==> config.mk <==
export PLATFORM = sky130hd
export DESIGN_NAME = wb_trace_fifo
export DESIGN_NICKNAME = d
export VERILOG_FILES = /design/src/rtl/riscv_pkg.sv /design/src/rtl/sync_fifo.sv /design/src/rtl/wb_trace_fifo.sv
export SDC_FILE = /design/constraint.sdc
export NUM_CORES = 1
export LEC_CHECK = 0
export ABC_AREA = 0
export CAP_MARGIN = 20
export CORE_MARGIN = 2
export CORE_UTILIZATION = 58
export CTS_CLUSTER_SIZE = 24
export DETAILED_ROUTE_END_ITERATION = 16
export PLACE_DENSITY_LB_ADDON = 0.15
export SYNTH_ARGS = -nofsm -noshare
export SYNTH_HDL_FRONTEND = slang
export SYNTH_SLANG_ARGS = --single-unit
==> constraint.sdc <==
create_clock -name clk -period 13.15 [get_ports clk]
set_input_delay 3.945 -clock clk [delete_from_list [all_inputs] [get_ports clk]]
set_output_delay 3.945 -clock clk [all_outputs]
set_load 0.01 [all_outputs]
==> src/rtl/riscv_pkg.sv <==
// Shared core definitions: datapath widths and the writeback trace record.
package riscv_pkg;

  localparam int XLEN       = 32;
  localparam int REG_ADDR_W = 5;

  // One retired register write as captured at the WB stage.
  typedef struct packed {
    logic [REG_ADDR_W-1:0] addr;
    logic [XLEN-1:0]       data;
    logic [XLEN-1:0]       pc4;
  } trace_entry_t;

  localparam int TRACE_ENTRY_W = $bits(trace_entry_t);

endpackage

==> src/rtl/sync_fifo.sv <==
// Single-clock FIFO: register storage, wrapping pointers and an occupancy count.
// A push into a full FIFO is accepted only when a pop happens in the same cycle;
// a pop on an empty FIFO is ignored. Read data is the raw head slot, so the
// caller masks it with !empty_o.
module sync_fifo #(
  parameter int WIDTH = 8,
  parameter int DEPTH = 8
) (
  input  logic                   clk,
  input  logic                   rst,
  input  logic                   push_i,
  input  logic                   pop_i,
  input  logic [WIDTH-1:0]       wdata_i,
  output logic [WIDTH-1:0]       rdata_o,
  output logic                   full_o,
  output logic                   empty_o,
  output logic [$clog2(DEPTH):0] count_o
);

  localparam int AW = $clog2(DEPTH);

  logic [WIDTH-1:0] mem_q [DEPTH];
  logic [AW-1:0]    wr_ptr_q, wr_ptr_d;
  logic [AW-1:0]    rd_ptr_q, rd_ptr_d;
  logic [AW:0]      count_q, count_d;
  logic             push_ok;
  logic             pop_ok;

  assign empty_o = (count_q == '0);
  assign full_o  = (count_q == (AW+1)'(DEPTH));
  assign count_o = count_q;
  assign rdata_o = mem_q[rd_ptr_q];

  assign pop_ok  = pop_i && !empty_o;
  assign push_ok = push_i && (!full_o || pop_ok);

  // Next pointers and occupancy; DEPTH is a power of two so pointers wrap naturally.
  always_comb begin
    wr_ptr_d = wr_ptr_q;
    rd_ptr_d = rd_ptr_q;
    count_d  = count_q;
    if (push_ok) wr_ptr_d = wr_ptr_q + AW'(1);
    if (pop_ok)  rd_ptr_d = rd_ptr_q + AW'(1);
    case ({push_ok, pop_ok})
      2'b10:   count_d = count_q + (AW+1)'(1);
      2'b01:   count_d = count_q - (AW+1)'(1);
      default: count_d = count_q;
    endcase
  end

  // Pointer and occupancy registers with synchronous reset.
  always_ff @(posedge clk) begin
    if (rst) begin
      wr_ptr_q <= '0;
      rd_ptr_q <= '0;
      count_q  <= '0;
    end else begin
      wr_ptr_q <= wr_ptr_d;
      rd_ptr_q <= rd_ptr_d;
      count_q  <= count_d;
    end
  end

  // Storage write; contents are not cleared by reset and a push under reset is lost.
  always_ff @(posedge clk) begin
    if (!rst && push_ok) mem_q[wr_ptr_q] <= wdata_i;
  end

endmodule

==> src/rtl/wb_trace_fifo.sv <==
// Writeback trace buffer: captures qualifying WB-stage register writes into a
// show-ahead FIFO for an external reader, counting all qualifying writes and
// those lost because the FIFO was full.
// Reader handshake: an entry transfers on a rising edge where trace_valid=1 and
// trace_ready=1; trace_ready with trace_valid=0 does nothing; trace_valid never
// depends on trace_ready.
module wb_trace_fifo
  import riscv_pkg::*;
#(
  parameter int DEPTH   = 8,
  parameter bit SKIP_X0 = 1'b1
) (
  input  logic                   clk,
  input  logic                   rst,
  input  logic                   reg_write_wb_in,
  input  logic [REG_ADDR_W-1:0]  write_wb_addr_in,
  input  logic [XLEN-1:0]        final_result_in,
  input  logic [XLEN-1:0]        pc_plus4_wb_in,
  input  logic                   clr_counters,
  input  logic                   trace_ready,
  output logic                   trace_valid,
  output logic [REG_ADDR_W-1:0]  trace_addr,
  output logic [XLEN-1:0]        trace_data,
  output logic [XLEN-1:0]        trace_pc4,
  output logic [$clog2(DEPTH):0] occupancy,
  output logic [31:0]            write_count,
  output logic [15:0]            drop_count
);

  trace_entry_t wr_entry;
  trace_entry_t head_entry;
  logic         qualify;
  logic         pop;
  logic         fifo_full;
  logic         fifo_empty;
  logic         drop;
  logic [31:0]  write_count_q, write_count_d;
  logic [15:0]  drop_count_q, drop_count_d;

  assign qualify = reg_write_wb_in && ((write_wb_addr_in != '0) || !SKIP_X0);
  assign pop     = trace_valid && trace_ready;
  assign drop    = qualify && fifo_full && !pop;

  assign wr_entry.addr = write_wb_addr_in;
  assign wr_entry.data = final_result_in;
  assign wr_entry.pc4  = pc_plus4_wb_in;

  sync_fifo #(
    .WIDTH (TRACE_ENTRY_W),
    .DEPTH (DEPTH)
  ) u_fifo (
    .clk     (clk),
    .rst     (rst),
    .push_i  (qualify),
    .pop_i   (pop),
    .wdata_i (wr_entry),
    .rdata_o (head_entry),
    .full_o  (fifo_full),
    .empty_o (fifo_empty),
    .count_o (occupancy)
  );

  // Show-ahead head presentation, forced to zero while nothing is held.
  always_comb begin
    trace_valid = !fifo_empty;
    trace_addr  = '0;
    trace_data  = '0;
    trace_pc4   = '0;
    if (trace_valid) begin
      trace_addr = head_entry.addr;
      trace_data = head_entry.data;
      trace_pc4  = head_entry.pc4;
    end
  end

  // Counter next state: write count wraps, drop count saturates, clear wins.
  always_comb begin
    write_count_d = write_count_q;
    drop_count_d  = drop_count_q;
    if (qualify) write_count_d = write_count_q + 32'd1;
    if (drop && (drop_count_q != 16'hFFFF)) drop_count_d = drop_count_q + 16'd1;
    if (clr_counters) begin
      write_count_d = '0;
      drop_count_d  = '0;
    end
  end

  // Counter registers; reset overrides clear and any increment.
  always_ff @(posedge clk) begin
    if (rst) begin
      write_count_q <= '0;
      drop_count_q  <= '0;
    end else begin
      write_count_q <= write_count_d;
      drop_count_q  <= drop_count_d;
    end
  end

  assign write_count = write_count_q;
  assign drop_count  = drop_count_q;

endmodule

==> results by group <==
Yosys
  – Area contributors post-synth: edfxtp_1 (70%), mux4_2 (13%), dfxtp_1 (5.1%)
  – Synth Flop Type: edfxtp_1
  – Syn nets: 1300
  – Seq/Total Area, Yosys: about 75%
  – Yosys warns: 0
  – EDFF count, synth: 552
  – Most common cell in the netlist: edfxtp_1
  – Mean Syn Cell Area: 19.5 um2
  – Share of Yosys cell area claimed by the top area cell type: 69.7%
  – Asr flop ratio synth: 0%
  – Largest area contributor in the netlist: edfxtp_1
  – Flops & latches, synth: approximately 610
  – Most frequent cells after synthesis: edfxtp_1 (552), mux4_2 (138), nor2_1 (115)
  – Post-Synthesis Cells: 1219
  – Cell Area, Synth: 23800 um2
  – Synth cell types: 43

Die
  – I/O Pins: 196
  – Die Y: 206 um
  – Row count: 74
  – Die X: 206 um
  – Starting density of the core: 58.5%
  – Core area: 40600 um2
  – Die ar.: ~43000 um2

Timing
  – TNS Setup: 0 ns
  – Tmin final: roughly 8 ns
  – Worst Skew: about 0.012 ns
  – Endpoints failing hold: 0
  – Setup violators final: 0
  – Least-Margin Pin Slew: 1.11 ns
  – RSZ-0062 raised after global routing: no
  – Fin. max-slew vios: 0
  – Max Freq: 127 MHz
  – Relative slew slack: 25.9%
  – Final Cycle Share: 59.7%
  – Post-route setup slack: ~5.3 ns

Setup path
  – Worst Path Arrival: 3.90 ns
  – Setup CP Type: flop to primary output
  – CP Max Fanout: 76
  – Worst setup EP type: primary output
  – CP required: 9.20 ns
  – Crit start category: flop
  – Worst r2r src: u_fifo.count_o[0]$_SDFFE_PP0P_

Detailed routing
  – First-pass DRT Iterations: 5
  – DR iter-0 viols: approximately 800
  – Routed Antenna Nets: 0
  – Wirelength, routed: 47700 um
  – DRT met1 WL: between 15000 and 20000 um
  – Avg WL per Cell: 23.6 um
  – Metal3 WL: 3130 um
  – Met2 WL post-DR: roughly 24000 um
  – Highest routed metal layer: met5
  – Vias/cell: roughly 6.0
  – DRC: 0
  – Via count: ~12000

Global routing
  – Vias in the first global route: 12400
  – Largest net degree at the start of global routing: 99
  – Initial antenna violation count: 5
  – All-Layer GR Usage: 23.0%
  – Global-route wire length before repair: roughly 72000 um
  – Overflow after GRT: 0

Cells and area
  – Util after Layout: a little over two thirds
  – Share of layout cells above drive strength 1: ~17%
  – Area Overhead vs Synth: 18.6%
  – Fin nets: around 1500

Clock tree
  – Cts repair resizes: 0
  – TritonCTS sink count: 613
  – CTS root buf: clkbuf_16
  – H-tree Lvls: 2
  – Clock-pin slew on the worst setup and hold paths: 0.06 ns
  – Worst skew pair latency: around 0.6 ns
  – # Post-CTS Setup Buffers: 0
  – CTS tree: yes
  – Inserted Clock Buffers: 59
  – CTS Buffer Depth: 3
  – Hold buffers post-CTS: 0

Power
  – Max VDD drop: around 0.17 mV
  – Static leakage: 8.57 nW
  – Internal: 3.72 mW
  – Comb pwr share: 23.9%
  – Clock network power share: 31.7%
  – Sw Share: between 20% and 30%
  – Net switching power figure: 1.31 mW
  – Power per cell area: about 180 nW/um2
  – Part of the power in registers: around 44%

Placement
  – Port Buffer Count: around 200
  – Post-place setup slack: 5.45 ns
  – Gpl congestion: 0.751
  – HPWL Detailed: 26000 um

Outcome
  – Run status: completed

Hold path
  – Worst hold path class: flop to flop
  – Hold Crit Start: drop_count[10]$_SDFFE_PP0P_

Run
  – Max Cap Violations: 0
## worst paths after layout
kind	end	slack, ns	cells after the start
setup reg to reg	u_fifo.mem_q[7][5]$_DFFE_PP_	9.83	7
hold / removal	drop_count[10]$_SDFFE_PP0P_	0.51	2
hold reg to reg	drop_count[10]$_SDFFE_PP0P_	0.51	2
setup / recovery	trace_data[31]	5.30	5
## power by group through the flow
stage | combinational [mW] | clock [mW] | sequential (mW)
2_1_floorplan | 0.724 | 0 | 2.23
3_3_place_gp | 1.22 | 0 | 2.28
3_5_place_dp | 1.22 | 0 | 2.28
4_1_cts | 1.23 | 1.62 | 2.24
5_1_grt | 1.30 | 1.69 | 2.24
6_report | 1.20 | 1.59 | 2.23
## per-stage QoR
step | instances | cell area [um2] | total power [mW] | hold WS (ns)
finish | 2018 | 28200 | 5.03 | 0.506
global route | 2016 | 28200 | 5.23 | 0.524
CTS | 2015 | 28200 | 5.09 | 0.509
detailed placement | 1905 | 26400 | 3.50 | 0.496
global placement | 1905 | 26400 | 3.49 | 0.479
floorplan | 1219 | 23800 | 2.95 | 0.480
## kinds of logic (layout without fill, tap and decap cells)
logic type / after synthesis / after routing / synth area share (%)
AO/OA/AOI/OAI: 44 / 44 / 1.17
adder cells (fa/ha/maj): 7 / 7 / 0.400
buffers and inverters: 76 / 340 / 1.35
multiplexers: 215 / 215 / 16.3
AND/OR/NAND/NOR: 229 / 229 / 4.61
flip-flops: 613 / 613 / 74.9
XOR/XNOR: 35 / 35 / 1.29
other: 0 / 3 / 0
## cells in the final DEF, fill, tap and decap left out, types with 10 or more instances in the layout
cell type / Yosys / routed
clkbuf_16: 0 / 60
nand3_1: 14 / 14
nand2_1: 23 / 23
mux2i_1: 76 / 76
nor3_1: 14 / 10
clkdlybuf4s50_1: 0 / 195
clkinv_1: 0 / 16
dfxtp_1: 61 / 58
or3_1: 11 / 11
inv_1: 11 / 11
o21ai_0: 10 / 10
edfxtp_1: 552 / 552
xnor2_1: 28 / 28
mux4_2: 138 / 138
buf_4: 0 / 22
nor2_1: 115 / 115
nor4_1: 19 / 15
a21oi_1: 16 / 16
clkbuf_1: 38 / 19
## cell type report
class                   instances  area (um2)
flip-flops and latches        613       17800
fillers                      2561       12500
multi-input cells             530        5700
repair buffers                218        2140
clock buffers                  80        1590
well taps                     532         666
clock inverters                30         240
inverters                      12        45.0
diodes                          3        7.51
## flip-flops by register name, summed over array words and instances (netlist names), named ones only
signal           cells
u_fifo.mem_q       552
write_count         32
drop_count          16
u_fifo.count_o       4
u_fifo.rd_ptr_q      3
u_fifo.wr_ptr_q      3
## per-layer routing
metal / vias to the layer above / global-route usage, %
li1: 5353 / -
met1: 6278 / 31.4
met2: 336 / 38.0
met3: 57 / 5.30
met4: 4 / 5.56
met5: - / 0
## worst max-delay path, cell delays in order, from the launching register on
cell	delay, ns
dfxtp_4	1.01
buf_4	0.97
mux4_2	0.39
mux2i_1	0.07
nor2_1	0.22
clkdlybuf4s50_1	0.58
No activity file was read; power rests on OpenSTA's default activity.
